<file path="config.mk">
export PLATFORM = sky130hd
export DESIGN_NAME = k12a_lcd_ctrl
export DESIGN_NICKNAME = d
export VERILOG_FILES = /design/src/rtl/k12a_lcd_ctrl.sv
export SDC_FILE = /design/constraint.sdc
export NUM_CORES = 1
export LEC_CHECK = 0
export CORE_MARGIN = 1
export CORE_UTILIZATION = 58
export DETAILED_ROUTE_END_ITERATION = 10
export PLACE_DENSITY_LB_ADDON = 0.15
export SLEW_MARGIN = 20
export SYNTH_ARGS = -nofsm -noshare
export SYNTH_HDL_FRONTEND = slang
export SYNTH_SLANG_ARGS = --single-unit
</file>
<file path="constraint.sdc">
create_clock -name cpu_clock -period 3.47 [get_ports cpu_clock]
set_input_delay 0.5205 -clock cpu_clock [delete_from_list [all_inputs] [get_ports cpu_clock]]
set_output_delay 0.5205 -clock cpu_clock [all_outputs]
set_load 0.01 [all_outputs]
</file>
<file path="src/rtl/k12a_lcd_ctrl.sv">
// k12a_lcd_ctrl: HD44780-style character LCD transfer engine.
// Buffers {rs, byte} writes in a small FIFO and replays each one to the panel
// with guaranteed setup, enable-pulse, hold and execution-wait timing.
// Ports:
//   cpu_clock, reset_n          : clock, async active-low reset
//   wr_valid, wr_rs, wr_data    : push request and payload
//   full, busy, overflow        : FIFO full, engine/FIFO busy, sticky drop flag
//   overflow_clr                : clears overflow (wins over a same-cycle set)
//   lcd_rs, lcd_rw, lcd_en,
//   lcd_data                    : panel interface (lcd_rw tied low)
module k12a_lcd_ctrl #(
    parameter int unsigned FIFO_DEPTH   = 4,
    parameter int unsigned SETUP_CYCLES = 1,
    parameter int unsigned EN_CYCLES    = 2,
    parameter int unsigned HOLD_CYCLES  = 1,
    parameter int unsigned SHORT_WAIT   = 40,
    parameter int unsigned LONG_WAIT    = 1600,
    parameter int unsigned POWERON_WAIT = 15000
) (
    input  logic       cpu_clock,
    input  logic       reset_n,
    input  logic       wr_valid,
    input  logic       wr_rs,
    input  logic [7:0] wr_data,
    output logic       full,
    output logic       busy,
    output logic       overflow,
    input  logic       overflow_clr,
    output logic       lcd_rs,
    output logic       lcd_rw,
    output logic       lcd_en,
    output logic [7:0] lcd_data
);

    localparam int unsigned PTR_W  = $clog2(FIFO_DEPTH);
    localparam int unsigned CNT_W  = PTR_W + 1;
    localparam int unsigned MAX_1  = (SETUP_CYCLES > EN_CYCLES) ? SETUP_CYCLES : EN_CYCLES;
    localparam int unsigned MAX_2  = (MAX_1 > HOLD_CYCLES) ? MAX_1 : HOLD_CYCLES;
    localparam int unsigned MAX_3  = (MAX_2 > SHORT_WAIT) ? MAX_2 : SHORT_WAIT;
    localparam int unsigned MAX_4  = (MAX_3 > LONG_WAIT) ? MAX_3 : LONG_WAIT;
    localparam int unsigned MAX_P  = (MAX_4 > POWERON_WAIT) ? MAX_4 : POWERON_WAIT;
    localparam int unsigned TMR_W  = $clog2(MAX_P) + 1;
    localparam int unsigned ENT_W  = 9;

    typedef enum logic [2:0] {
        S_POWERON = 3'd0,
        S_IDLE    = 3'd1,
        S_SETUP   = 3'd2,
        S_PULSE   = 3'd3,
        S_HOLD    = 3'd4,
        S_WAIT    = 3'd5
    } state_t;

    state_t             r_state;
    state_t             w_state_nxt;
    logic [TMR_W-1:0]   r_tmr;
    logic [TMR_W-1:0]   w_tmr_nxt;
    logic               w_tmr_zero;
    logic               w_en_nxt;
    logic               w_pop;
    logic               w_push;
    logic               w_drop;

    logic [ENT_W-1:0]   r_mem [FIFO_DEPTH];
    logic [PTR_W-1:0]   r_wr_ptr;
    logic [PTR_W-1:0]   r_rd_ptr;
    logic [CNT_W-1:0]   r_count;
    logic [CNT_W-1:0]   w_count_nxt;
    logic [ENT_W-1:0]   w_rd_entry;
    logic               w_rd_long;

    logic               r_full;
    logic               r_busy;
    logic               r_overflow;
    logic               r_lcd_rs;
    logic               r_lcd_en;
    logic [7:0]         r_lcd_data;
    logic               r_is_long;

    // FIFO head and clear/home decode (0x01 clear, 0x02/0x03 home)
    assign w_rd_entry = r_mem[r_rd_ptr];
    assign w_rd_long  = ~w_rd_entry[8] &
                        ((w_rd_entry[7:0] == 8'h01) | (w_rd_entry[7:1] == 7'h01));
    assign w_tmr_zero = (r_tmr == '0);

    // A pop on the same edge frees a slot, so a push into a full FIFO is accepted
    assign w_push = wr_valid & (~r_full | w_pop);
    assign w_drop = wr_valid & r_full & ~w_pop;

    // Occupancy update
    always_comb begin
        w_count_nxt = r_count;
        case ({w_push, w_pop})
            2'b10:   w_count_nxt = r_count + CNT_W'(1);
            2'b01:   w_count_nxt = r_count - CNT_W'(1);
            default: w_count_nxt = r_count;
        endcase
    end

    // Next-state, timer and enable strobe
    always_comb begin
        w_state_nxt = r_state;
        w_tmr_nxt   = r_tmr;
        w_en_nxt    = 1'b0;
        w_pop       = 1'b0;
        case (r_state)
            S_POWERON: begin
                if (w_tmr_zero) w_state_nxt = S_IDLE;
                else            w_tmr_nxt   = r_tmr - TMR_W'(1);
            end
            S_IDLE: begin
                if (r_count != '0) begin
                    w_pop       = 1'b1;
                    w_tmr_nxt   = TMR_W'(SETUP_CYCLES - 1);
                    w_state_nxt = S_SETUP;
                end
            end
            S_SETUP: begin
                if (w_tmr_zero) begin
                    w_tmr_nxt   = TMR_W'(EN_CYCLES - 1);
                    w_en_nxt    = 1'b1;
                    w_state_nxt = S_PULSE;
                end else begin
                    w_tmr_nxt   = r_tmr - TMR_W'(1);
                end
            end
            S_PULSE: begin
                if (w_tmr_zero) begin
                    w_tmr_nxt   = TMR_W'(HOLD_CYCLES - 1);
                    w_state_nxt = S_HOLD;
                end else begin
                    w_en_nxt    = 1'b1;
                    w_tmr_nxt   = r_tmr - TMR_W'(1);
                end
            end
            S_HOLD: begin
                if (w_tmr_zero) begin
                    w_tmr_nxt   = r_is_long ? TMR_W'(LONG_WAIT - 1) : TMR_W'(SHORT_WAIT - 1);
                    w_state_nxt = S_WAIT;
                end else begin
                    w_tmr_nxt   = r_tmr - TMR_W'(1);
                end
            end
            S_WAIT: begin
                if (w_tmr_zero) w_state_nxt = S_IDLE;
                else            w_tmr_nxt   = r_tmr - TMR_W'(1);
            end
            default: begin
                w_state_nxt = S_POWERON;
                w_tmr_nxt   = TMR_W'(POWERON_WAIT - 1);
            end
        endcase
    end

    // State, timer and panel output registers
    always_ff @(posedge cpu_clock or negedge reset_n) begin
        if (!reset_n) begin
            r_state    <= S_POWERON;
            r_tmr      <= TMR_W'(POWERON_WAIT - 1);
            r_lcd_en   <= 1'b0;
            r_lcd_rs   <= 1'b0;
            r_lcd_data <= 8'h00;
            r_is_long  <= 1'b0;
        end else begin
            r_state  <= w_state_nxt;
            r_tmr    <= w_tmr_nxt;
            r_lcd_en <= w_en_nxt;
            if (w_pop) begin
                r_lcd_rs   <= w_rd_entry[8];
                r_lcd_data <= w_rd_entry[7:0];
                r_is_long  <= w_rd_long;
            end
        end
    end

    // FIFO pointers, occupancy and status flags
    always_ff @(posedge cpu_clock or negedge reset_n) begin
        if (!reset_n) begin
            r_wr_ptr   <= '0;
            r_rd_ptr   <= '0;
            r_count    <= '0;
            r_full     <= 1'b0;
            r_busy     <= 1'b1;
            r_overflow <= 1'b0;
        end else begin
            if (w_push) r_wr_ptr <= r_wr_ptr + PTR_W'(1);
            if (w_pop)  r_rd_ptr <= r_rd_ptr + PTR_W'(1);
            r_count <= w_count_nxt;
            r_full  <= (w_count_nxt == CNT_W'(FIFO_DEPTH));
            r_busy  <= (w_state_nxt != S_IDLE) | (w_count_nxt != '0);
            if (overflow_clr) r_overflow <= 1'b0;
            else if (w_drop)  r_overflow <= 1'b1;
        end
    end

    // FIFO storage; contents are only read when occupancy says they are valid
    always_ff @(posedge cpu_clock) begin
        if (w_push) r_mem[r_wr_ptr] <= {wr_rs, wr_data};
    end

    assign full     = r_full;
    assign busy     = r_busy;
    assign overflow = r_overflow;
    assign lcd_rs   = r_lcd_rs;
    assign lcd_rw   = 1'b0;
    assign lcd_en   = r_lcd_en;
    assign lcd_data = r_lcd_data;

endmodule
</file>
# After elaboration in Yosys (flattened, before gate mapping)
# Memory sizes are Yosys's and may differ from the RTL's.
# Index checks and enable logic that the tools add are counted.
# op_classes
n_reduce_logical,7
muxes,23
n_addsub,5
bitwise,10
eq_ne,13
# op_table
cell,n
two-way mux 15 bit,5
case mux 15 bit (5 select lines),1
zero test 15 bit,1
two-way mux 3 bit,5
case mux 3 bit (5 select lines),1
"subtractor 15 x 1 -> 15 bit, second input constant",1
two-way mux 11 bit,1
"equality test 3 bit, second input constant",3
"equality test 8 x 1 -> 1 bit, second input constant",1
two-way mux 1 bit,8
"equality test 7 x 1 -> 1 bit, second input constant",1
"equality test 3 x 2 -> 1 bit, second input constant",2
case mux 3 bit (2 select lines),1
nonzero test 3 bit,2
"adder 2 x 1 -> 2 bit, second input constant",2
AND 1 bit,4
"!= test 2 bit, second input constant",2
"adder 3 x 1 -> 3 bit, second input constant",1
"equality test 3 x 1 -> 1 bit, second input constant",1
zero test 3 bit,1
"!= test 3 x 1 -> 1 bit, second input constant",1
inverter 1 bit,3
OR 1 bit,3
"subtractor 3 x 1 -> 3 bit, second input constant",1
6 further kinds,6
# word_totals
out_inout_bits,14
regBits,39
n_memories,1
input_bits,13
elab_cells,71
ram_bits,36
# memory_table
memory,depth,word_bits,rd,rd_ports_with_merged_regs,write_ports,line,source
r_mem,4,9,1,0,1,64,logic [ENT_W-1:0] r_mem [FIFO_DEPTH];

# Longest topological paths before layout
# Gate-level depths: netlist of the first run.
# logic_depth
depth_word,9
ltp_mapped,12
depth_no_buf,11

# Worst setup path before layout of the first run
# OpenSTA, ideal clock, no wires.
# synth_timing
path_type,register -> register
from,reg r_state[1]
to,reg r_full (netlist: full)
path_stages_with_launch,11
n_path_buf,1
setup_ps,130
arrival_ps,2344
slack_ps,996
t_required_ps,3340
synth_period_minus_slack_ps,2474
cell_sequence,dfrtp_1 > buf_1 > nor2_1 > nand2_1 > a21boi_1 > inv_1 > ha_1 > inv_1 > fa_1 > mux2i_1 > nor3_1
# synth_via
elab_chain_cells,7
# synth_rtl
element,line,source
from (decl),54,state_t r_state;
from (signal assigned),165,r_state <= w_state_nxt;
equality test 3 x 1 -> 1 bit *,106,case (r_state)
two-way mux 1 bit *,106,
OR 1 bit,87,assign w_push = wr_valid & (~r_full | w_pop);
AND 1 bit,87,
equality test 2 x 1 -> 1 bit or equality test 2 bit (tied branches),93,"case ({w_push, w_pop})"
case mux 3 bit (2 select lines) *,93,
net w_count_nxt[1],68,logic [CNT_W-1:0] w_count_nxt;
equality test 3 bit *,189,r_full <= (w_count_nxt == CNT_W'(FIFO_DEPTH));
to (signal assigned),189,
to (decl),72,logic r_full;
# Mark *: on every way through the listed nets, which the timed path passes. The rest lies on a longest branch.
# A chain may end at the register's enable or synchronous reset.

# Final worst setup path of the first run
# layout_timing
from,reg r_tmr[8]
to,reg r_tmr[3]
# layout_via
elab_chain_cells,3
# layout_rtl
element,line,source
from (decl),56,logic [TMR_W-1:0] r_tmr;
from (signal assigned),159,r_tmr <= TMR_W'(POWERON_WAIT - 1);
from (signal assigned),166,r_tmr <= w_tmr_nxt;
zero test 15 bit *,84,assign w_tmr_zero = (r_tmr == '0);
"two-way mux 15 bit, or another cell as far along",137,if (w_tmr_zero) begin
case mux 15 bit (5 select lines) or AND reduction 2 bit (tied branches),-,
# Every way passes the cells marked *; elsewhere a longest branch is shown, timed or not.

==> results summary, run 1 <==
The run finished with clean final reports. Dividing the final minimum period by the clock period gives 0.7806. The worst setup path is launched from a register.

The share of the synthesized area in compound gates (AO/OA/AOI/OAI) is 0.1466. By area, the combinational part of the netlist is dominated by compound AO/OA/AOI/OAI gates. The synthesis warning total is 0. Once the clock tree was built, the resizer swapped 0 gates to a different size. The setup check on the worst reg-to-reg path leaves a slack of 760 ps. The routed via count divided by cell count came out at 6.534.

The cell row count is 28. After the last flow step, the layout net total stands at 342. The number of buffers added to fix hold violations after cts came out at 0. The startpoint of the worst setup timing path is r_tmr[8]$_DFFE_PN0P_. The adder-cell area share of the yosys netlist came out at 0.02574.

The routed design has 7892 um of wire. The number of synthesized flops with an enable pin is 36. The number of failing hold endpoints at the final stage is 0. The largest total area in the synthesized netlist belongs to sky130_fd_sc_hd__edfxtp_1. The clock tree synthesis step divided the H-tree into 3 levels.

The arrival time at the worst endpoint is 3000 ps. The total power per unit cell area came out at 827.5 nW/um^2. The maximum cell stage delay along the critical path came out at 740 ps. The fraction of synthesized cell area taken by the top area cell type came out at 0.2926. At the pin with the least slew margin, the transition time is 884.3 ps. The gate count after technology mapping came out at 295. The post-synthesis to final-layout area growth came out at 14.36%. Subtracting the final worst setup slack from the clock period gives 2709 ps. The initial antenna violation count came out at 0. The CTS root buffer is sky130_fd_sc_hd__clkbuf_8. The tool flagged a number of max-cap violations equal to 0.

The worst ir drop on vdd came out at 0.4446 mV. The routed layout has 2620 vias. The number of buffers added on ports came out at 25.

The headroom to the max-slew limit is 0.4105. The worst register-to-register path has a depth of 5. Global routing finished with a remaining overflow of 0. Yosys attributes the largest share of cell area to sky130_fd_sc_hd__edfxtp_1, sky130_fd_sc_hd__dfrtp_1, sky130_fd_sc_hd__dfstp_2, sky130_fd_sc_hd__mux4_2, sky130_fd_sc_hd__mux2_2. On the critical path, the stage with the largest delay is an instance of sky130_fd_sc_hd__nor4_1. The post-synthesis async set-or-reset flop share came out at 0.5200. STA classifies the critical path endpoint as a register.

The reg-to-reg startpoint is r_tmr[8]$_DFFE_PN0P_. The die is 81.82 um tall. The first-iteration detailed-routing DRC count came out at 372. TritonCTS built the clock tree. For this run, the total global-route usage over all layers was measured as 0.2664. The detailed-router iteration count before antenna repair is 5.

The endpoint identified for the worst register-to-register timing path is r_tmr[3]$_DFFE_PN0P_. The required time of the critical path came out at 3760 ps. After detailed routing, the average wire length per cell comes to 19.68 um. The post-CTS clock slew at the launch and capture registers of the worst setup and hold paths came out at 70 ps. The remaining antenna violation count is 0. After detailed routing, the number of remaining DRC violations is 0. The full die area came out at 6694 sq um. The setup-violating endpoint count in the final report came out at 0. The number of I/O pins is 27. The combined area of all synthesized cells is 3695 sq um. The min-delay analysis places its worst path in the category in2async. The worst-case hold slack came out at 288.4 ps.

The largest fanout on the critical path is 12. The library cells used most frequently in the layout, excluding fill and tap cells, are sky130_fd_sc_hd__edfxtp_1, sky130_fd_sc_hd__dfrtp_1, sky130_fd_sc_hd__clkdlybuf4s50_1, sky130_fd_sc_hd__nand2_1, sky130_fd_sc_hd__inv_1. The number of buffers added by the clock tree synthesis step is 9. Leaving out fill and tap cells, the most frequent cell in the layout is sky130_fd_sc_hd__edfxtp_1.

The first-pass GRT wire length came out at 12750 um. For this design the static power due to leakage is 0.001620 uW. The portion of synthesized area spent on multiplexers is 0.08500. The initial utilization of the core area, before any placement, comes to 0.6132.

For this run, the leading register cell type out of synthesis is sky130_fd_sc_hd__edfxtp_1. The clock latency reported for the late side of the worst-skew pair is 360 ps. The classification of the worst setup path is reg2reg. The maximum buffer depth of the clock tree came out at 2.

The portion of the post-synthesis area used by sequential elements is 0.5601. The signal on the critical path passes through nor4_1 -> and4_1 -> nand3_1 -> nand2_2 -> a22o_1. The sum of net half-perimeters after detailed placement is 5371 um.

The count of pins over their slew limit is 0. The area fraction in and, or, nand and nor cells after synthesis is 0.1334. Synthesis instantiated 67 different standard cells from the library. The total of flip-flops plus latches after synthesis is 75. The mean area per synthesized cell is 12.52 sq um. The top achievable clock speed is 0.3692 GHz. The area inside the core boundary came out at 6026 sq um. Post-CTS timing repair inserted 0 buffers for setup.

The x dimension of the die is 81.82 um. The largest net degree at the start of global routing came out at 40. The share of the synthesized netlist area taken by xor and xnor gates came out at 0.01422.

Counting every net in the synthesized netlist gives 315. Of the cells placed in the final design, the portion with a size suffix greater than 1 is 0.1871. The final total negative setup slack came out at 0 ps.

The final core utilization is 0.7012. The clock drives 75 sinks. The placer congestion estimate is 0.9653. Setup repair after global routing left no endpoint under its margin. The number of antenna diodes in the final layout is 0. The largest clock skew in the final design is 10.48 ps. The number of global-route vias before repair came to 2538.
power by group:
group          switching, uW  internal [uW]  total [uW]
registers                267           1250        1520
clock network            328            403         731
logic                    645            601        1250
flip-flops by register name (all words and copies together) (netlist names):
| register | flops |
|---|---|
| r_tmr | 15 |
| r_is_long | 1 |
| r_wr_ptr | 2 |
| lcd_data | 8 |
| r_count | 3 |
| lcd_en | 1 |
| r_mem | 36 |
| lcd_rs | 1 |
| r_state | 3 |
| overflow | 1 |
| full | 1 |
| busy | 1 |
| r_rd_ptr | 2 |
Yosys cell counts (5+ instances only):
cell / number
sky130_fd_sc_hd__nor3_1: 7
sky130_fd_sc_hd__nor4_1: 8
sky130_fd_sc_hd__clkbuf_1: 6
sky130_fd_sc_hd__o21ai_0: 9
sky130_fd_sc_hd__mux4_2: 9
sky130_fd_sc_hd__nand3_1: 10
sky130_fd_sc_hd__and2_1: 5
sky130_fd_sc_hd__inv_1: 15
sky130_fd_sc_hd__nor2_1: 13
sky130_fd_sc_hd__ha_1: 6
sky130_fd_sc_hd__edfxtp_1: 36
sky130_fd_sc_hd__xnor2_1: 5
sky130_fd_sc_hd__a21oi_1: 12
sky130_fd_sc_hd__dfstp_2: 10
sky130_fd_sc_hd__dfrtp_1: 29
sky130_fd_sc_hd__a31oi_1: 5
sky130_fd_sc_hd__mux2_2: 9
sky130_fd_sc_hd__nand2_1: 19
critical path: cells and delay by family (launching register included):
| family | cells | cell delay (ps) |
|---|---|---|
| AO/OA/AOI/OAI | 1 | 170 |
| flip-flops | 1 | 460 |
| AND/OR/NAND/NOR | 4 | 2030 |
worst max-delay path by stage:
stage | slack [ps] | depth (start not counted) | endpoint
after floorplan | 1000 | 10 | full$_DFF_PN0_
after global placement | 860 | 5 | r_tmr[5]$_DFFE_PN0P_
after detailed placement | 850 | 5 | r_tmr[5]$_DFFE_PN0P_
after CTS | 830 | 5 | r_tmr[5]$_DFFE_PN0P_
after global routing | 530 | 5 | r_tmr[2]$_DFFE_PN1P_
final | 760 | 5 | r_tmr[3]$_DFFE_PN0P_
per-stage QoR:
step | instance area, sq um | std cells | power (uW) | setup WS [ps]
finish | 4225 | 401 | 3497 | 761.2
floorplan | 3695 | 295 | 2347 | 996.3
global route | 4225 | 401 | 3708 | 529.7
global placement | 4010 | 386 | 2727 | 862.8
CTS | 4225 | 401 | 3511 | 827.9
detailed placement | 4010 | 386 | 2773 | 846.9
cell type report:
cell class	count	area [sq um]
sequential	75	2069
fill	415	1800
clock buffer	9	123.9
timing repair buffer	31	290.3
inverter	15	56.30
clock inverter	6	91.34
multi-input combinational	190	1500
tap	75	93.84
metal layers:
layer,wire length (um),track usage,vias to the layer above
li1,-,-,1202
met1,3426,0.3743,1290
met2,3881,0.4074,107
met3,392,0.04000,21
met4,193,0.1263,0
met5,0,0,-
cell families (layout without fill, tap and decap cells):
logic type | after synthesis | after routing
simple gates | 85 | 85
flops | 75 | 75
compound gates | 72 | 72
buf+inv | 30 | 61
mux | 19 | 19
fa+ha+maj | 7 | 7
xor+xnor | 6 | 6
other cells | 1 | 1
Note: power is estimated with default switching activity, not from simulation.
==> run 2, diff against run 1 <==
Clock period 3.47 ns to 2.65 ns, I/O delays scaled along.
==> run 2 against run 1 <==
Effect of this change:
- clock-buffer cell count unchanged
- combinational power increased by 38%
- final cell count rose by 3.2%
- core utilization increased by 1.6 points
- first-iteration DRC count fell by 38%
- fmax rose by 11%
- final area up 2.3%
- worst setup slack got worse by 560 ps
- sequential cell count did not move
==> results summary, run 2 (same netlist as run 1, synthesis figures left out) <==
The number of buffers added by the clock tree synthesis step came out at 9. In the global route stage, overall resource usage came out at 0.2754. The relative contribution of combinational cells to total power came out at 0.370. Once the clock tree was built, the resizer swapped 0 gates to a different size.

The internal power consumption came out at 3006 uW. The tool flagged a number of max-cap violations equal to 0. The worst setup path is captured at a register. The total power per unit cell area is 1079 nW/um^2. Measured in cells, the most critical reg-to-reg path has a length of 7. The sum of net half-perimeters after detailed placement is 5697 um. The number of buffers added to fix hold violations after cts is 0. In this run the critical register-to-register path is captured at r_tmr[8]$_DFFE_PN0P_. Setup repair after global routing left no endpoint under its margin. The full die area is 6694 sq um. Summed over all cells, the static leakage comes to 0.001681 uW.

The flop-to-flop setup slack is 200 ps. The top achievable clock speed came out at 0.4083 GHz. The number of antenna diodes in the final layout is 0. The placer congestion estimate is 0.9687. Summed over all layers, the routed wires come to 8143 um.

The transition time at the pin with the least slew margin came out at 884.0 ps. Of the total power, the clock network draws 0.208. For this run, the detailed router's first-pass iteration total came to 5. TritonCTS built the clock tree.

The flow ran to the end, and the final reports show no timing, DRC or antenna violations. The arrival time at the worst endpoint came out at 2740 ps. The final total negative setup slack came out at 0 ps.

Of the total power, the share spent switching nets is 0.3560. The count of pins over their slew limit came to 0. In this run the critical register-to-register path is launched from r_tmr[0]$_DFFE_PN1P_. After floorplanning, the core was sized to cover 6026 sq um. The most frequent standard cell in the layout excluding fill and tap cells is sky130_fd_sc_hd__edfxtp_1. The vertical die dimension came out at 81.82 um. The fraction of layout instances using a drive strength above 1 came out at 0.2183.

In the routed design, unresolved DRC markers number 0. The number of global-route vias before repair came out at 2438. The setup-violating endpoint count in the final report came out at 0. The cell sitting at the root of the clock tree is a sky130_fd_sc_hd__clkbuf_8. The final layout contains 354 nets.

The average detailed-routed wire length per instance is 19.67 um. The post-synthesis to final-layout area growth is 17.03%. Once detail routing completed, the nets flagged for antenna violations numbered 0.

The cell row count is 28. After detailed routing, the number of vias per cell comes to 6.353. The clock drives 75 sinks. The register with the most flip-flops is r_mem. The initial antenna violation count is 0. The classification of the worst setup path is reg2reg.

The sequential cells in the finished layout cover a total of 2069 sq um. The min-delay analysis places its worst path in the category in2async. The number of failing hold endpoints at the final stage is 0. The minimum clock period came out at 2449 ps. The via count came out at 2630. The largest clock skew in the final design came out at 6.559 ps.

The number of buffers added on ports came out at 25. The total area of multi-input combinational cells came out at 1500 sq um. The share of total power dissipated in sequential elements is 0.421. The first global-routing pass estimated 13050 um of wire. The H-tree depth is 3.

The required time of the critical path is 2940 ps. In the finished design, the share of the clock period the worst path needs comes to 0.9243. The headroom to the max-slew limit came out at 0.4107. The number of I/O pins came out at 27. The first-iteration detailed-routing DRC count is 231. The post-CTS clock slew at the launch and capture registers of the worst setup and hold paths is 80 ps. The worst-case hold slack came out at 166.6 ps. The starting density of the core is 0.6132. The worst ir drop on vdd came out at 0.7257 mV. Summing all non-filler instances in the final layout gives an area of 4324 sq um.

The power dissipated by switching net loads is 1662 uW. The register with the most flip-flops in the layout has 36 of them. The clock latency reported for the late side of the worst-skew pair came out at 350 ps.

The largest fanout on the critical path came out at 7. The x dimension of the die came out at 81.82 um. The library cells used most frequently in the layout, excluding fill and tap cells, are sky130_fd_sc_hd__edfxtp_1, sky130_fd_sc_hd__dfrtp_1, sky130_fd_sc_hd__clkdlybuf4s50_1, sky130_fd_sc_hd__nand2_1, sky130_fd_sc_hd__buf_4. Counting along the longest clock path gives a buffer depth of 2.

Entering global routing, the biggest net connects 40 pins. The cell area after placement is 4078 sq um. The number of setup buffers added after CTS came out at 0.

The element type at the critical path start is a register. For this run the aggregate overflow at the end of global routing stands at 0. The count of filler cells inserted in the layout came out at 430.
## run 2: changes by cell type in the layout (fill, tap and decap cells not counted), sizes merged
cell / change
inv: +1
buf: +12
## run 2: layer usage
| metal | part of all wire | global-route usage | routed length (um) |
|---|---|---|---|
| met3 | 0.058 | 0.04333 | 472 |
| met5 | 0 | 0 | 0 |
| met2 | 0.47 | 0.4099 | 3800 |
| met4 | 0.016 | 0.1053 | 127 |
| met1 | 0.46 | 0.4059 | 3743 |
## run 2: power by group through the flow
stage	registers (uW)	logic, uW	clock network, uW
after global routing	2030	1890	1040
after CTS	1970	1720	990
after detailed placement	1990	1710	0
after floorplan	1890	1180	0
after global placement	1970	1670	0
final	1970	1730	973
## run 2: how the worst max path moves through the flow
stage | start | endpoint | slack (ps) | cells after the start
5_1_grt | r_tmr[0]$_DFFE_PN1P_ | r_tmr[8]$_DFFE_PN0P_ | 40 | 7
4_1_cts | r_count[2]$_DFF_PN0_ | full$_DFF_PN0_ | 210 | 11
6_report | r_tmr[0]$_DFFE_PN1P_ | r_tmr[8]$_DFFE_PN0P_ | 200 | 7
3_5_place_dp | r_count[2]$_DFF_PN0_ | full$_DFF_PN0_ | 230 | 11
3_3_place_gp | r_tmr[0]$_DFFE_PN1P_ | r_tmr[2]$_DFFE_PN1P_ | 240 | 8
2_1_floorplan | r_state[1]$_DFF_PN0_ | full$_DFF_PN0_ | 180 | 10
## run 2: layout make-up
cell class / instances / area share
Sequential cell: 75 / 0.4786
Multi-Input combinational cell: 190 / 0.3469
Timing Repair Buffer: 43 / 0.08796
Clock buffer: 9 / 0.02865
Clock inverter: 7 / 0.02315
Tap cell: 75 / 0.02170
Inverter: 15 / 0.01302
## run 2: worst max-delay path, cell delays in order, from the launching register on
cell and delay, ps:
sky130_fd_sc_hd__dfstp_2 570, sky130_fd_sc_hd__inv_1 100, sky130_fd_sc_hd__ha_1 250, sky130_fd_sc_hd__or3b_1 350, sky130_fd_sc_hd__o41ai_2 140, sky130_fd_sc_hd__a211oi_2 550, sky130_fd_sc_hd__nor4b_1 290, sky130_fd_sc_hd__a211o_1 150
## run 2: per-stage QoR
step                      worst slack (ps)  total power (uW)  utilization  std cells
after floorplan                      176.3              3073            -        295
after global placement               240.4              3635       0.6767        395
after detailed placement             234.9              3707       0.6767        395
after CTS                            214.5              4685       0.7139        411
after global routing                 44.19              4950       0.7176        414
final                                200.5              4667       0.7176        414
==> run 3, diff against run 2 <==
Settings changed: TNS_END_PERCENT set to 20.
==> results of run 3 <==
No change in the layout: final DEF, timing and power equal those of run 2.
